**src/rtl/gcode_ctrl_pkg.sv**
```systemverilog
// rtl/gcode_ctrl_pkg.sv - shared types and helpers for the G-code command path
package gcode_ctrl_pkg;

    typedef enum logic [1:0] {
        FIELD_CMD = 2'd0,
        FIELD_X   = 2'd1,
        FIELD_Y   = 2'd2
    } field_t;

    typedef enum logic {
        IDLE = 1'b0,
        SEND = 1'b1
    } ser_state_t;

    function automatic int num_words(input int width, input int word_w);
        return (width + word_w - 1) / word_w;
    endfunction

endpackage

```
**src/rtl/cmd_fifo.sv**
```systemverilog
// rtl/cmd_fifo.sv - synchronous command FIFO with wrap-around pointers
module cmd_fifo #(
    parameter int WIDTH = 33,
    parameter int DEPTH = 4
) (
    input  logic                             clk,
    input  logic                             reset,
    input  logic                             push,
    input  logic [WIDTH-1:0]                 push_data,
    input  logic                             pop,
    output logic [WIDTH-1:0]                 pop_data,
    output logic                             full,
    output logic                             empty,
    output logic [$clog2(DEPTH+1)-1:0]       count
);

    localparam int AW = $clog2(DEPTH);
    localparam int CW = $clog2(DEPTH + 1);

    logic [WIDTH-1:0] mem [DEPTH];
    logic [AW-1:0]    wr_ptr;
    logic [AW-1:0]    rd_ptr;
    logic             wr_ok;
    logic             rd_ok;

    assign full     = (count == CW'(DEPTH));
    assign empty    = (count == '0);
    // a pop in the same cycle frees the slot, so a full FIFO can still take a write
    assign wr_ok    = push && (!full || pop);
    assign rd_ok    = pop && !empty;
    assign pop_data = mem[rd_ptr];

    always_ff @(posedge clk) begin
        if (wr_ok) begin
            mem[wr_ptr] <= push_data;
        end
    end

    always_ff @(posedge clk or negedge reset) begin
        if (!reset) begin
            wr_ptr <= '0;
            rd_ptr <= '0;
            count  <= '0;
        end else begin
            if (wr_ok) begin
                wr_ptr <= wr_ptr + AW'(1);
            end
            if (rd_ok) begin
                rd_ptr <= rd_ptr + AW'(1);
            end
            case ({wr_ok, rd_ok})
                2'b10:   count <= count + CW'(1);
                2'b01:   count <= count - CW'(1);
                default: count <= count;
            endcase
        end
    end

endmodule

```
**src/rtl/cmd_word_serializer.sv**
```systemverilog
// rtl/cmd_word_serializer.sv - captures G-code commands and streams them as narrow words
module cmd_word_serializer
    import gcode_ctrl_pkg::*;
#(
    parameter int CMD_W   = 5,
    parameter int COORD_W = 14,
    parameter int WORD_W  = 4,
    parameter int DEPTH   = 4
) (
    input  logic                       clk,
    input  logic                       reset,
    input  logic                       set_ready,
    input  logic [CMD_W-1:0]           cmd,
    input  logic [COORD_W-1:0]         x_value,
    input  logic [COORD_W-1:0]         y_value,
    output logic                       controller_ready,
    output logic                       overflow,
    output logic [$clog2(DEPTH+1)-1:0] count,
    output logic                       word_valid,
    input  logic                       word_ready,
    output logic [WORD_W-1:0]          word_data,
    output logic [1:0]                 word_field,
    output logic                       word_last
);

    localparam int NC      = num_words(CMD_W, WORD_W);
    localparam int NX      = num_words(COORD_W, WORD_W);
    localparam int NW      = NC + 2 * NX;
    localparam int IW      = $clog2(NW);
    localparam int CP_W    = NC * WORD_W;
    localparam int XP_W    = NX * WORD_W;
    localparam int ENTRY_W = CMD_W + 2 * COORD_W;

    localparam logic [IW-1:0] X_START  = IW'(NC);
    localparam logic [IW-1:0] Y_START  = IW'(NC + NX);
    localparam logic [IW-1:0] LAST_IDX = IW'(NW - 1);

    logic               set_ready_prev;
    logic               capture;
    logic               push;
    logic               pop;
    logic               fifo_full;
    logic               fifo_empty;
    logic [ENTRY_W-1:0] entry_out;
    ser_state_t         state;
    logic [IW-1:0]      idx;
    logic [CP_W-1:0]    cmd_sr;
    logic [XP_W-1:0]    x_sr;
    logic [XP_W-1:0]    y_sr;
    field_t             cur_field;

    assign capture = set_ready && !set_ready_prev;
    assign pop     = (state == IDLE) && !fifo_empty;
    assign push    = capture && (!fifo_full || pop);

    cmd_fifo #(
        .WIDTH (ENTRY_W),
        .DEPTH (DEPTH)
    ) u_fifo (
        .clk       (clk),
        .reset     (reset),
        .push      (push),
        .push_data ({cmd, x_value, y_value}),
        .pop       (pop),
        .pop_data  (entry_out),
        .full      (fifo_full),
        .empty     (fifo_empty),
        .count     (count)
    );

    always_ff @(posedge clk or negedge reset) begin
        if (!reset) begin
            set_ready_prev   <= 1'b0;
            controller_ready <= 1'b0;
            overflow         <= 1'b0;
        end else begin
            set_ready_prev   <= set_ready;
            controller_ready <= push;
            if (capture && !push) begin
                overflow <= 1'b1;
            end
        end
    end

    always_comb begin
        cur_field = FIELD_Y;
        if (idx < X_START) begin
            cur_field = FIELD_CMD;
        end else if (idx < Y_START) begin
            cur_field = FIELD_X;
        end
    end

    // each field has its own shift register; only the field being sent shifts
    always_ff @(posedge clk or negedge reset) begin
        if (!reset) begin
            state  <= IDLE;
            idx    <= '0;
            cmd_sr <= '0;
            x_sr   <= '0;
            y_sr   <= '0;
        end else begin
            case (state)
                IDLE: begin
                    if (!fifo_empty) begin
                        cmd_sr <= CP_W'(entry_out[ENTRY_W-1 -: CMD_W]);
                        x_sr   <= XP_W'(entry_out[2*COORD_W-1 -: COORD_W]);
                        y_sr   <= XP_W'(entry_out[COORD_W-1:0]);
                        idx    <= '0;
                        state  <= SEND;
                    end
                end
                SEND: begin
                    if (word_ready) begin
                        case (cur_field)
                            FIELD_CMD: cmd_sr <= cmd_sr >> WORD_W;
                            FIELD_X:   x_sr   <= x_sr >> WORD_W;
                            default:   y_sr   <= y_sr >> WORD_W;
                        endcase
                        if (idx == LAST_IDX) begin
                            state <= IDLE;
                        end else begin
                            idx <= idx + IW'(1);
                        end
                    end
                end
                default: state <= IDLE;
            endcase
        end
    end

    assign word_valid = (state == SEND);
    assign word_field = word_valid ? cur_field : FIELD_CMD;
    assign word_last  = word_valid && (idx == LAST_IDX);

    always_comb begin
        word_data = '0;
        if (word_valid) begin
            case (cur_field)
                FIELD_CMD: word_data = cmd_sr[WORD_W-1:0];
                FIELD_X:   word_data = x_sr[WORD_W-1:0];
                default:   word_data = y_sr[WORD_W-1:0];
            endcase
        end
    end

endmodule

```
**config.mk**
```make
export PLATFORM = sky130hd
export DESIGN_NAME = cmd_word_serializer
export DESIGN_NICKNAME = d
export VERILOG_FILES = /design/src/rtl/gcode_ctrl_pkg.sv /design/src/rtl/cmd_fifo.sv /design/src/rtl/cmd_word_serializer.sv
export SDC_FILE = /design/constraint.sdc
export NUM_CORES = 1
export LEC_CHECK = 0
export ABC_AREA = 0
export CAP_MARGIN = 10
export CORE_MARGIN = 4
export CORE_UTILIZATION = 35
export CTS_CLUSTER_SIZE = 30
export DETAILED_ROUTE_END_ITERATION = 10
export DONT_BUFFER_PORTS = 1
export PLACE_DENSITY = 0.55
export SLEW_MARGIN = 20
export SYNTH_ARGS = -nofsm -noshare
export SYNTH_HDL_FRONTEND = slang
export SYNTH_HIERARCHICAL = 1
export SYNTH_SLANG_ARGS = --single-unit
```
**constraint.sdc**
```tcl
create_clock -name clk -period 8.19 [get_ports clk]
set_input_delay 0.4095 -clock clk [delete_from_list [all_inputs] [get_ports clk]]
set_output_delay 0.4095 -clock clk [all_outputs]
set_load 0.005 [all_outputs]
```
==> results of run 1 <==
==> cells by family after synthesis <==
family	count (synthesis)	share of synthesized area [%]
AO/OA/AOI/OAI	38	3.66
XOR/XNOR	8	1.05
adder cells (fa/ha/maj)	8	1.46
buffers and inverters	40	2.63
flip-flops	180	70.0
multiplexers	82	17.5
AND/OR/NAND/NOR	42	3.71
==> what timing repair did <==
action                     CTS  global route
setup endpoints to repair    0             0
hold buffers                 3             0
hold endpoints to repair    49             0
==> worst max-delay path, delay by kind of cell (launching register included) <==
family / cells / cell delay (ns)
AOI/OAI and AO/OA: 2 / 0.41
xor gates and xnor gates: 2 / 0.29
adders and majority gates: 2 / 0.54
buffers and inverters: 2 / 0.12
DFF: 1 / 1.07
and+or+nand+nor: 2 / 0.32
==> layout make-up <==
cell class | count | area share [%]
repair buffers | 6 | 0.850
clock buffers | 18 | 5.21
clock inverters | 14 | 1.76
flip-flops and latches | 180 | 62.7
multi-input cells | 178 | 24.6
inverters | 18 | 0.820
well taps | 270 | 4.10
==> state kept, by name, indices dropped and copies added (netlist names) <==
signal	count
cmd_sr	5
controller_ready	1
idx	4
overflow	1
set_ready_prev	1
u_fifo/count	3
u_fifo/mem	132
u_fifo/rd_ptr	2
u_fifo/wr_ptr	2
word_valid	1
x_sr	14
y_sr	14
==> routing by layer <==
metal  part of all wire [%]  vias up
li1                       -     1543
met1                     45     1798
met2                     49       71
met3                    5.2       14
met4                    1.2        0
met5                      0        -
==> stage by stage <==
stage / instances / area [sq um]
floorplan: 398 / 7380
global placement: 649 / 7620
detailed placement: 649 / 7620
CTS: 684 / 8240
global route: 684 / 8240
finish: 684 / 8240
==> report_power, final <==
part           switching (W)  leakage (nW)  internal, W
registers           0.000126          1.82      0.00114
clock network       0.000355         0.283     0.000429
logic               0.000336         0.865     0.000346
==> worst min path at each step <==
| stage | slack [ns] | end | depth (start not counted) |
|---|---|---|---|
| floorplan | 0.11 | cmd_sr[0] | 0 |
| global placement | 0.12 | word_valid | 0 |
| detailed placement | 0.12 | y_sr[7] | 0 |
| CTS | 0.04 | word_valid | 1 |
| global route | 0.04 | word_valid | 1 |
| finish | 0.07 | word_valid | 1 |
==> cells in the final DEF, fill, tap and decap left out, types with 4 or more instances in the layout <==
cell / n
sky130_fd_sc_hd__edfxtp_1: 132
sky130_fd_sc_hd__dfrtp_1: 46
sky130_fd_sc_hd__mux4_2: 33
sky130_fd_sc_hd__mux2_2: 32
sky130_fd_sc_hd__inv_1: 18
sky130_fd_sc_hd__clkbuf_16: 17
sky130_fd_sc_hd__mux2_1: 13
sky130_fd_sc_hd__o21ai_0: 10
sky130_fd_sc_hd__nand3b_1: 9
sky130_fd_sc_hd__ha_1: 7
sky130_fd_sc_hd__nand2_1: 6
sky130_fd_sc_hd__nand2b_1: 5
sky130_fd_sc_hd__nor3b_1: 5
sky130_fd_sc_hd__o22ai_1: 4
sky130_fd_sc_hd__a21oi_1: 4
sky130_fd_sc_hd__a21o_1: 4
sky130_fd_sc_hd__o21ai_1: 4
sky130_fd_sc_hd__xnor2_1: 4
sky130_fd_sc_hd__inv_6: 4
sky130_fd_sc_hd__and2_2: 4
==> metrics.md, run 1 <==
| Metric | Value |
|---|---|
| Floorplan die height | 153 um |
| CP Launch Point | word_valid |
| Smallest setup slack after layout | 5.35 ns |
| Start-to-end type of the worst setup path | register to register |
| Deepest level of the CTS H-tree | 4 |
| Setup repair after global routing missed its margin | no |
| Filler cell count | 1833 |
| Largest buffer count on any clock path | 2 |
| Result of the run | complete, no violations |
| DRC marker count from the first detailed-route iteration | 198 |
| Final Max Tran Viols | 0 |
| Wirelength per Cell | 19.7 um |
| Share of Yosys cell area claimed by the top area cell type | a little over half |
| Type of the tightest min-delay check | input port to register |
| PD cells | 332 nW/um^2 |
| Launch instance of the worst min-delay path | word_ready |
| Sum of overflow across all layers after global routing | 0 |
| Synthesized area | 7380 sq um |
| Delay of the slowest critical-path stage | 1.07 ns |
| Net count after synthesis | ~440 |
| Most numerous cell in the Yosys netlist | sky130_fd_sc_hd__edfxtp_1 |
| CP Launch Type | register |
| Total of flip-flops plus latches after synthesis | 180 |
| Count of endpoints failing setup in the final report | 0 |
| Final count of hold timing violations | 0 |
| Average cell area after synthesis | approximately 19 sq um |
| Count of synthesis-stage warnings from yosys | 6 |
| Commonest cells in the synthesized netlist | 132 x sky130_fd_sc_hd__edfxtp_1, 48 x sky130_fd_sc_hd__dfrtp_1, 33 x sky130_fd_sc_hd__mux4_2, 32 x sky130_fd_sc_hd__mux2_2, 18 x sky130_fd_sc_hd__inv_1 |
| Capture point of the worst reg-to-reg path | u_fifo/count[2] |
| Nature of the critical path endpoint | register |
| Fraction of registers with async set/reset | 26.7% |
| Count of instances resized after the clock tree is built | 0 |
| Worst-Margin Slew | between 1 and 1.5 ns |
| Critical path data arrival time | 3.19 ns |
| Most frequently used flop master after synthesis | sky130_fd_sc_hd__edfxtp_1 |
| Cells along the critical path | o21ai_0 > nor2b_1 > o21a_4 > inv_1 > ha_1 > inv_1 > fa_1 > xor2_1 > nor2_1 > xor2_1 |
| Count of distinct cell types in the synthesized netlist | 46 |
| Flop-to-flop setup slack | 5.35 ns |
| Clock network latency to the later pin of the worst-skew pair | 0.43 ns |
| Length in cells of the worst reg-to-reg path | 10 |
| TritonCTS clock tree | built |
| Number of enable-type register cells in the synthesized netlist | 132 |
| Postcts setup bufs | 0 |
| Global Route Usage Sum | 12.2% |
| Total number of placement rows | 52 |
| Total via count in the routed design | around 3400 |
| Area of the die | 23500 sq um |
| Max_slew headroom | 28.6% |
| Post-route core utilization | 40.2% |
| Clk_skew | 0.00783 ns |
| Minimum period implied by the final worst setup slack | roughly 2.8 ns |
| Ports | 50 |
| Largest net degree at the start of global routing | 56 |
| Fraction of met1 tracks used by global routing | 16.0% |
| DRT antenna net count | 0 |
| Top cells by area, synth | sky130_fd_sc_hd__edfxtp_1 54%, sky130_fd_sc_hd__dfrtp_1 16%, sky130_fd_sc_hd__mux4_2 10%, sky130_fd_sc_hd__mux2_2 4.9%, sky130_fd_sc_hd__mux2_1 2.0% |
| Clock Sink Count | 180 |
| Synthesis-to-finish area growth | 11.6% |
| X dimension of the die | between 150 and 200 um |
| Clock input transition at the sequential cells of the worst setup and hold paths | approximately 0.060 ns |
| Total design power | 0.00274 W |
| Footprint of the multi-input gates | between 2000 and 2500 sq um |
| Total wirelength of the detailed-routed design | approximately 13000 um |
| Fin nets | approximately 450 |
| End point of the critical path | u_fifo/count[2] |
| Pre-CTS setup slack | 5.33 ns |
| Remaining design rule violation count | 0 |
| Initial antenna violation count | 0 |
| Max Fanout on Critical Path | 55 |
| Max Cap Viol | 0 |
| Setup TNS after final layout | 0 ns |
| Fraction of final layout cells with drive strength greater than 1 | a little over a quarter |
| Data required time of the critical path | ~8.5 ns |
| Tcrit/Tclk final | 34.6% |
| Number of clock buffers inserted by TritonCTS | 17 |
| GPL Wtd Cong | 0.714 |
| Global routing usage on met2 | 19.0% |
| Critical-path cell with the highest stage delay | sky130_fd_sc_hd__dfrtp_2 |
| Dominant cell type by area after synthesis | sky130_fd_sc_hd__edfxtp_1 |
| Sequential-to-total area share from yosys stat | a little over two thirds |
| Root Buffer | sky130_fd_sc_hd__clkbuf_16 |
| DR vias/cell | 5.01 |
| Detailed Place HPWL | 8030 um |
| Ant. Diodes | 0 |
| Met3 routing resource usage after global routing | 4.47% |
| Pleak | 2.97 nW |
| WHS | 0.0651 ns |
| First-pass GRT wire length | 21700 um |
| Worst flop-to-flop path startpoint | word_valid |
| Cell count after synthesis | 398 |
| Register Area | between 5000 and 6000 sq um |
| Standard cell core area | 20500 sq um |
| Number of search-and-repair iterations in the first detailed-routing pass | 4 |
| Number of input and output port buffers inserted | 0 |
| Peak ir drop on the vdd network | 146 uV |
| Max frequency | 353 MHz |
| Starting utilization of the core area | 36.0% |
| Via count of the first global-routing pass | 3604 |
| Most utilized layer in the global route result | met2 |
No activity file was read; power rests on OpenSTA's default activity.
==> inputs of run 2 (changes only) <==
--- a/config.mk
+++ b/config.mk
@@ -5,14 +5,14 @@
 export SDC_FILE = /design/constraint.sdc
 export NUM_CORES = 1
 export LEC_CHECK = 0
-export ABC_AREA = 0
+export ABC_AREA = 1
 export CAP_MARGIN = 10
 export CORE_MARGIN = 4
 export CORE_UTILIZATION = 35
 export CTS_CLUSTER_SIZE = 30
 export DETAILED_ROUTE_END_ITERATION = 10
 export DONT_BUFFER_PORTS = 1
-export PLACE_DENSITY = 0.55
+export PLACE_DENSITY = 0.57
 export SLEW_MARGIN = 20
 export SYNTH_ARGS = -nofsm -noshare
 export SYNTH_HDL_FRONTEND = slang
==> constraint.sdc (replaced) <==
create_clock -name clk -period 2.39 [get_ports clk]
set_input_delay 0.1195 -clock clk [delete_from_list [all_inputs] [get_ports clk]]
set_output_delay 0.1195 -clock clk [all_outputs]
set_load 0.005 [all_outputs]
==> metrics.md, run 2 <==
| Metric | Value |
|---|---|
| Average cell area after synthesis | 10.8 sq um |
| Clock Sink Count | 180 |
| Sum of overflow across all layers after global routing | 0 |
| Pleak | 3.61 nW |
| Number of input and output port buffers inserted | 0 |
| Switching power as a share of total power | 35.0% |
| Wirelength per Cell | between 15 and 20 um |
| Area of the die | 24500 sq um |
| Minimum period implied by the final worst setup slack | about 2.2 ns |
| Root Buffer | sky130_fd_sc_hd__clkbuf_16 |
| Pre-CTS setup slack | 0.0981 ns |
| Count of distinct cell types in the synthesized netlist | 32 |
| Registers with the most flip-flops | u_fifo/mem: 132 flops, x_sr: 14 flops, y_sr: 14 flops |
| Deepest level of the CTS H-tree | 4 |
| Setup TNS after final layout | 0 ns |
| Start-to-end type of the worst setup path | register to register |
| Max Fanout on Critical Path | 5 |
| DRT antenna net count | 0 |
| Setup repair after global routing missed its margin | no |
| Relative contribution of the clock network to total power | 28.1% |
| Initial antenna violation count | 0 |
| PD cells | 1070 nW/um^2 |
| Launch instance of the worst min-delay path | word_ready |
| Largest buffer count on any clock path | 2 |
| Largest net degree at the start of global routing | 69 |
| Ports | 50 |
| Sequential-to-total area share from yosys stat | between 60% and 70% |
| Total internal power | 0.00633 W |
| Share of Yosys cell area claimed by the top area cell type | 51.3% |
| Total wirelength of the detailed-routed design | 16100 um |
| DRC marker count from the first detailed-route iteration | 376 |
| Ant. Diodes | 0 |
| Combinational share of power | 29.5% |
| Nature of the critical path endpoint | register |
| Delay of the slowest critical-path stage | roughly 0.38 ns |
| Detailed Place HPWL | 9980 um |
| Commonest cells in the synthesized netlist | 146 x sky130_fd_sc_hd__nand2_1, 132 x sky130_fd_sc_hd__edfxtp_1, 111 x sky130_fd_sc_hd__nor2_1, 79 x sky130_fd_sc_hd__o21ai_1, 49 x sky130_fd_sc_hd__nand3_1 |
| Total via count in the routed design | 4971 |
| Fin nets | 805 |
| Count of endpoints failing setup in the final report | 0 |
| Number of enable-type register cells in the synthesized netlist | 132 |
| Number of clock buffers inserted by TritonCTS | 17 |
| Leading cell type in the layout, fill and taps excluded | sky130_fd_sc_hd__nand2_1 |
| First-pass GRT wire length | 26400 um |
| Clk_skew | 0.00735 ns |
| Clock input transition at the sequential cells of the worst setup and hold paths | 0.07 ns |
| Type of the tightest min-delay check | input port to register |
| Smallest setup slack after layout | 0.230 ns |
| Max FFs per register | 132 |
| Worst-Margin Slew | 0.431 ns |
| Most Frequent Cell on Critical Path | sky130_fd_sc_hd__nand2_1 |
| Most frequent cells in the layout | 146 x sky130_fd_sc_hd__nand2_1, 132 x sky130_fd_sc_hd__edfxtp_1, 107 x sky130_fd_sc_hd__nor2_1, 79 x sky130_fd_sc_hd__o21ai_1, 49 x sky130_fd_sc_hd__nand3_1 |
| Max Cap Viol | 0 |
| P_sw | about 0.0034 W |
| Flop-to-flop setup slack | roughly 0.23 ns |
| Synthesized area | between 7000 and 8000 sq um |
| X dimension of the die | 157 um |
| Max frequency | 463 MHz |
| TritonCTS clock tree | built |
| Critical-path cell with the highest stage delay | sky130_fd_sc_hd__dfrtp_1 |
| Count of synthesis-stage warnings from yosys | 6 |
| Most numerous cell in the Yosys netlist | sky130_fd_sc_hd__nand2_1 |
| Top cells by area, synth | sky130_fd_sc_hd__edfxtp_1 51%, sky130_fd_sc_hd__dfrtp_1 16%, sky130_fd_sc_hd__nand2_1 7.1%, sky130_fd_sc_hd__nor2_1 5.4%, sky130_fd_sc_hd__o21ai_1 5.1% |
| Final count of hold timing violations | 0 |
| Final Max Tran Viols | 0 |
| Reg with most FFs | u_fifo/mem |
| Starting utilization of the core area | 35.5% |
| Clock network latency to the later pin of the worst-skew pair | about 0.43 ns |
| CP Buf/Inv Count | 3 |
| Dominant cell type by area after synthesis | sky130_fd_sc_hd__edfxtp_1 |
| Most frequently used flop master after synthesis | sky130_fd_sc_hd__edfxtp_1 |
| Seq pwr share | between 40% and 50% |
| DR vias/cell | 4.72 |
| Floorplan die height | 157 um |
| Total number of placement rows | 54 |
| Worst flop-to-flop path startpoint | u_fifo/count[0] |
| CP Launch Point | u_fifo/count[0] |
| Net count after synthesis | 764 |
| Max_slew headroom | just over 70% |
| Cells along the critical path | nor2_1 > nand2_1 > inv_1 > nor2_2 > inv_1 > nand3_1 > nand2_4 > ha_1 > inv_1 > fa_1 > nand2_1 > nand3_1 > nand2_1 > nand2_1 |
| Fraction of registers with async set/reset | between 20% and 30% |
| Via count of the first global-routing pass | 4784 |
| GPL Wtd Cong | 0.748 |
| Peak ir drop on the vdd network | 709 uV |
| Tcrit/Tclk final | 90.4% |
| Count of placed standard cells in the final layout, fillers left out | 1053 |
| Standard cell core area | 21800 sq um |
| Global Route Usage Sum | 13.8% |
| Filler cell count | approximately 2100 |
| Cell count after synthesis | 719 |
| CP Launch Type | register |
| Number of search-and-repair iterations in the first detailed-routing pass | 4 |
| Result of the run | complete, no violations |
| Count of placed standard cells including taps | slightly below 1000 |
| Total of flip-flops plus latches after synthesis | 180 |
| Remaining design rule violation count | 0 |
| Fraction of final layout cells with drive strength greater than 1 | 10.7% |
| Critical path data arrival time | 2.48 ns |
| Data required time of the critical path | 2.71 ns |
| Synthesis-to-finish area growth | 17.4% |
| Dominant delay contributor by cell family on the critical path | simple AND/OR/NAND/NOR gates |
## run 2: cell types whose count changed after synthesis, moves of 9 or more
cell	delta
sky130_fd_sc_hd__inv_1	+20
sky130_fd_sc_hd__mux2_1	-13
sky130_fd_sc_hd__mux2_2	-32
sky130_fd_sc_hd__mux4_2	-33
sky130_fd_sc_hd__nand2_1	+140
sky130_fd_sc_hd__nand2_2	+11
sky130_fd_sc_hd__nand3_1	+48
sky130_fd_sc_hd__nand3b_1	-9
sky130_fd_sc_hd__nor2_1	+108
sky130_fd_sc_hd__o21ai_0	+26
sky130_fd_sc_hd__o21ai_1	+75
## run 2: path summary, 6_finish.rpt
check | to | cells past startpoint
worst max-delay path | u_fifo/count[2] | 14
min in group asynchronous | word_valid | 2
worst min-delay path | idx[1] | 4
worst max register to register | u_fifo/count[2] | 14
worst min register to register | x_sr[11] | 2
max in group asynchronous | y_sr[6] | 2
## run 2: tightest hold or removal path: cells and delay by family
| kind | cells | cell delay (ns) |
|---|---|---|
| buf+inv | 1 | 0.09 |
| compound gates | 1 | 0.07 |
| simple gates | 2 | 0.13 |
## run 2: kinds of logic (layout without fill, tap and decap cells)
family	Yosys count	in the layout	share of synthesized area, %
compound gates	122	122	8.08
flops	180	180	66.8
buf+inv	79	133	5.50
simple gates	329	329	18.1
fa+ha+maj	8	8	1.39
xor+xnor	1	1	0.113
## run 2: stage by stage
stage,utilization (%),total power (W),hold WS (ns),instance area [sq um]
after global routing,41.7,0.0104,0.0400,9080
after CTS,41.6,0.00986,0.00540,9060
after detailed placement,37.2,0.00702,-0.174,8100
final,41.7,0.00974,0.0176,9080
after global placement,37.2,0.00698,-0.174,8100
after floorplan,-,0.00630,-0.176,7770
## run 2: what timing repair did
| item | 4_1_cts | 5_1_grt |
|---|---|---|
| gates resized for setup | 0 | 1 |
| setup buffers | 0 | 1 |
| endpoints found under the setup margin | 0 | 2 |
| hold buffers | 37 | 0 |
| endpoints found under the hold margin | 184 | 0 |
## run 2: layout make-up
cell class                      count  area [sq um]  share of cell area (%)
Timing Repair Buffer               58           633                    6.98
Sequential cell                   180          5170                    56.9
Tap cell                          280           350                    3.86
Clock buffer                       19           433                    4.77
Multi-Input combinational cell    460          2190                    24.1
Inverter                           43           166                    1.83
Clock inverter                     13           140                    1.54
## run 2: power by group through the flow
stage / Clock, W / Sequential [W] / Combinational [W]
finish: 0.00274 / 0.00412 / 0.00288
global route: 0.00294 / 0.00418 / 0.00329
CTS: 0.00279 / 0.00413 / 0.00294
detailed placement: 0 / 0.00419 / 0.00283
global placement: 0 / 0.00418 / 0.00280
floorplan: 0 / 0.00413 / 0.00218
## run 2: metal layers
layer,part of all wire [%],up-vias,track usage [%]
met5,0,-,0
li1,-,2510,-
met3,4.5,10,3.65
met2,47,84,21.6
met1,47,2367,19.3
met4,0.84,0,3.35
==> inputs of run 3 (changes only) <==
--- a/config.mk
+++ b/config.mk
@@ -12,7 +12,7 @@
 export CTS_CLUSTER_SIZE = 30
 export DETAILED_ROUTE_END_ITERATION = 10
 export DONT_BUFFER_PORTS = 1
-export PLACE_DENSITY = 0.57
+export PLACE_DENSITY = 0.55
 export SLEW_MARGIN = 20
 export SYNTH_ARGS = -nofsm -noshare
 export SYNTH_HDL_FRONTEND = slang
==> constraint.sdc (replaced) <==
create_clock -name clk -period 2.44 [get_ports clk]
set_input_delay 0.122 -clock clk [delete_from_list [all_inputs] [get_ports clk]]
set_output_delay 0.122 -clock clk [all_outputs]
set_load 0.005 [all_outputs]
==> metrics.md, run 3 (synthesis results as in run 2) <==
| Metric | Value |
|---|---|
| Data required time of the critical path | 2.76 ns |
| Largest buffer count on any clock path | 2 |
| Fraction of met1 tracks used by global routing | a little under a fifth |
| Instance count along the most critical hold path | 4 |
| X dimension of the die | 157 um |
| Root Buffer | sky130_fd_sc_hd__clkbuf_16 |
| Max frequency | about 470 MHz |
| Registers with the most flip-flops | u_fifo/mem: 132 flops, x_sr: 14 flops, y_sr: 14 flops |
| Synthesis-to-finish area growth | 16.8% |
| Met3 routing resource usage after global routing | 3.43% |
| Seq pwr share | 42.5% |
| Via count of the first global-routing pass | 4932 |
| Leading cell type in the layout, fill and taps excluded | sky130_fd_sc_hd__nand2_1 |
| Final Max Tran Viols | 0 |
| Register Area | 5170 sq um |
| GPL Wtd Cong | approximately 0.78 |
| Start-to-end type of the worst setup path | register to register |
| CP Launch Type | register |
| First-pass GRT wire length | 26300 um |
| Clock network latency to the later pin of the worst-skew pair | 0.43 ns |
| Starting utilization of the core area | between 30% and 40% |
| Result of the run | complete, no violations |
| Minimum period implied by the final worst setup slack | 2.12 ns |
| Filler cell count | ~2100 |
| Ant. Diodes | 0 |
| Max FFs per register | 132 |
| Global Route Usage Sum | 13.9% |
| Type of the tightest min-delay check | input port to register |
| Number of clock buffers inserted by TritonCTS | 17 |
| Area of the die | about 25000 sq um |
| DR vias/cell | 4.77 |
| Clock input transition at the sequential cells of the worst setup and hold paths | 0.07 ns |
| Length in cells of the worst reg-to-reg path | 11 |
| Number of search-and-repair iterations in the first detailed-routing pass | 5 |
| Initial antenna violation count | 0 |
| P_sw | 0.00338 W |
| Pleak | roughly 3.6 nW |
| Switching power as a share of total power | a little over a third |
| Number of input and output port buffers inserted | 0 |
| Most utilized layer in the global route result | met2 |
| Max Cap Viol | 0 |
| Relative contribution of the clock network to total power | 28.5% |
| PD cells | 1060 nW/um^2 |
| Global routing usage on met2 | 22.8% |
| Remaining design rule violation count | 0 |
| Post-route core utilization | 41.5% |
| Fin nets | 799 |
| Setup repair after global routing missed its margin | no |
| Tcrit/Tclk final | 87.1% |
| Nature of the critical path endpoint | register |
| Combinational share of power | 28.9% |
| Wirelength per Cell | 15.5 um |
| Fraction of final layout cells with drive strength greater than 1 | roughly a tenth |
| Flop-to-flop setup slack | 0.32 ns |
| Most frequent cells in the layout | 146 x sky130_fd_sc_hd__nand2_1, 132 x sky130_fd_sc_hd__edfxtp_1, 106 x sky130_fd_sc_hd__nor2_1, 79 x sky130_fd_sc_hd__o21ai_1, 49 x sky130_fd_sc_hd__nand3_1 |
| Clk_skew | 0.00944 ns |
| Critical path data arrival time | 2.45 ns |
| Launch instance of the worst min-delay path | word_ready |
| Peak ir drop on the vdd network | between 500 and 600 uV |
| Worst Hold Path EP | idx[1] |
| DRT antenna net count | 0 |
| Largest net degree at the start of global routing | 68 |
| Deepest level of the CTS H-tree | 4 |
| Standard cell core area | 21800 sq um |
| Total number of placement rows | 54 |
| DRC marker count from the first detailed-route iteration | 318 |
| Total internal power | ~0.0061 W |
| Total design power | 0.00953 W |
| Sum of overflow across all layers after global routing | 0 |
| Total via count in the routed design | 4996 |
| Setup TNS after final layout | 0 ns |
| Ports | 50 |
| Reg with most FFs | u_fifo/mem |
| Footprint of the multi-input gates | 2180 sq um |
| TritonCTS clock tree | built |
| Worst flop-to-flop path startpoint | u_fifo/count[0] |
| Max Fanout on Critical Path | 4 |
| Capture point of the worst reg-to-reg path | u_fifo/count[2] |
| Max_slew headroom | 72.2% |
| Count of endpoints failing setup in the final report | 0 |
| Total wirelength of the detailed-routed design | 16200 um |
| Detailed Place HPWL | ~9700 um |
| Final count of hold timing violations | 0 |
| Floorplan die height | 157 um |
| Clock Sink Count | 180 |
| Worst-Margin Slew | 0.414 ns |
==> run 3: layer usage <==
metal / share of wire (%) / up-vias
met5: 0 / -
met4: 0.94 / 0
met3: 3.8 / 9
met2: 48 / 86
met1: 47 / 2405
li1: - / 2496
==> run 3: worst max-delay path by stage <==
stage	end	from	slack (ns)	cells past startpoint
floorplan	u_fifo/count[2]	u_fifo/count[0]	0.01	15
global placement	u_fifo/count[1]	u_fifo/count[1]	0.29	11
detailed placement	u_fifo/count[1]	u_fifo/count[1]	0.17	11
CTS	u_fifo/count[1]	u_fifo/count[1]	0.16	11
global route	u_fifo/count[2]	u_fifo/count[1]	0.03	14
finish	u_fifo/count[2]	u_fifo/count[0]	0.32	11
==> run 3: area by class of cell <==
cell class	count	area share, %
clock buffer	17	4.71
tap	280	3.88
multi-input combinational	460	24.2
inverter	43	1.84
timing repair buffer	52	6.37
clock inverter	15	1.81
sequential	180	57.2
==> run 3: critical path, cell delays in order, from the launching register on <==
cell	delay, ns
sky130_fd_sc_hd__dfrtp_1	0.39
sky130_fd_sc_hd__buf_4	0.16
sky130_fd_sc_hd__nor3_1	0.38
sky130_fd_sc_hd__a21oi_4	0.13
sky130_fd_sc_hd__nand2_2	0.08
sky130_fd_sc_hd__ha_1	0.16
sky130_fd_sc_hd__inv_1	0.07
sky130_fd_sc_hd__fa_1	0.37
sky130_fd_sc_hd__nand2_1	0.10
sky130_fd_sc_hd__nand3_1	0.07
sky130_fd_sc_hd__nand2_1	0.06
sky130_fd_sc_hd__nand2_1	0.05
==> run 3: metrics by stage <==
stage	setup slack (ns)	instances	area [sq um]	hold slack [ns]
3_3_place_gp	0.294	978	8050	-0.171
4_1_cts	0.158	1047	9020	0.0237
5_1_grt	0.0335	1047	9030	0.0654
6_report	0.315	1047	9030	0.0368
3_5_place_dp	0.174	978	8050	-0.172
2_1_floorplan	0.0133	719	7760	-0.174
==> run 3: power groups by stage <==
stage	clock, W	combinational (W)	sequential, W
final	0.00272	0.00276	0.00405
after global routing	0.00290	0.00316	0.00412
after CTS	0.00277	0.00281	0.00405
after detailed placement	0	0.00270	0.00412
after global placement	0	0.00268	0.00411
after floorplan	0	0.00213	0.00404
==> run 3: repair_timing <==
item                                   CTS  global route
buffers inserted                         0             0
gates resized for setup                  0             4
endpoints found under the hold margin  184             0
setup endpoints to repair                0             2
hold buffers                            37             0
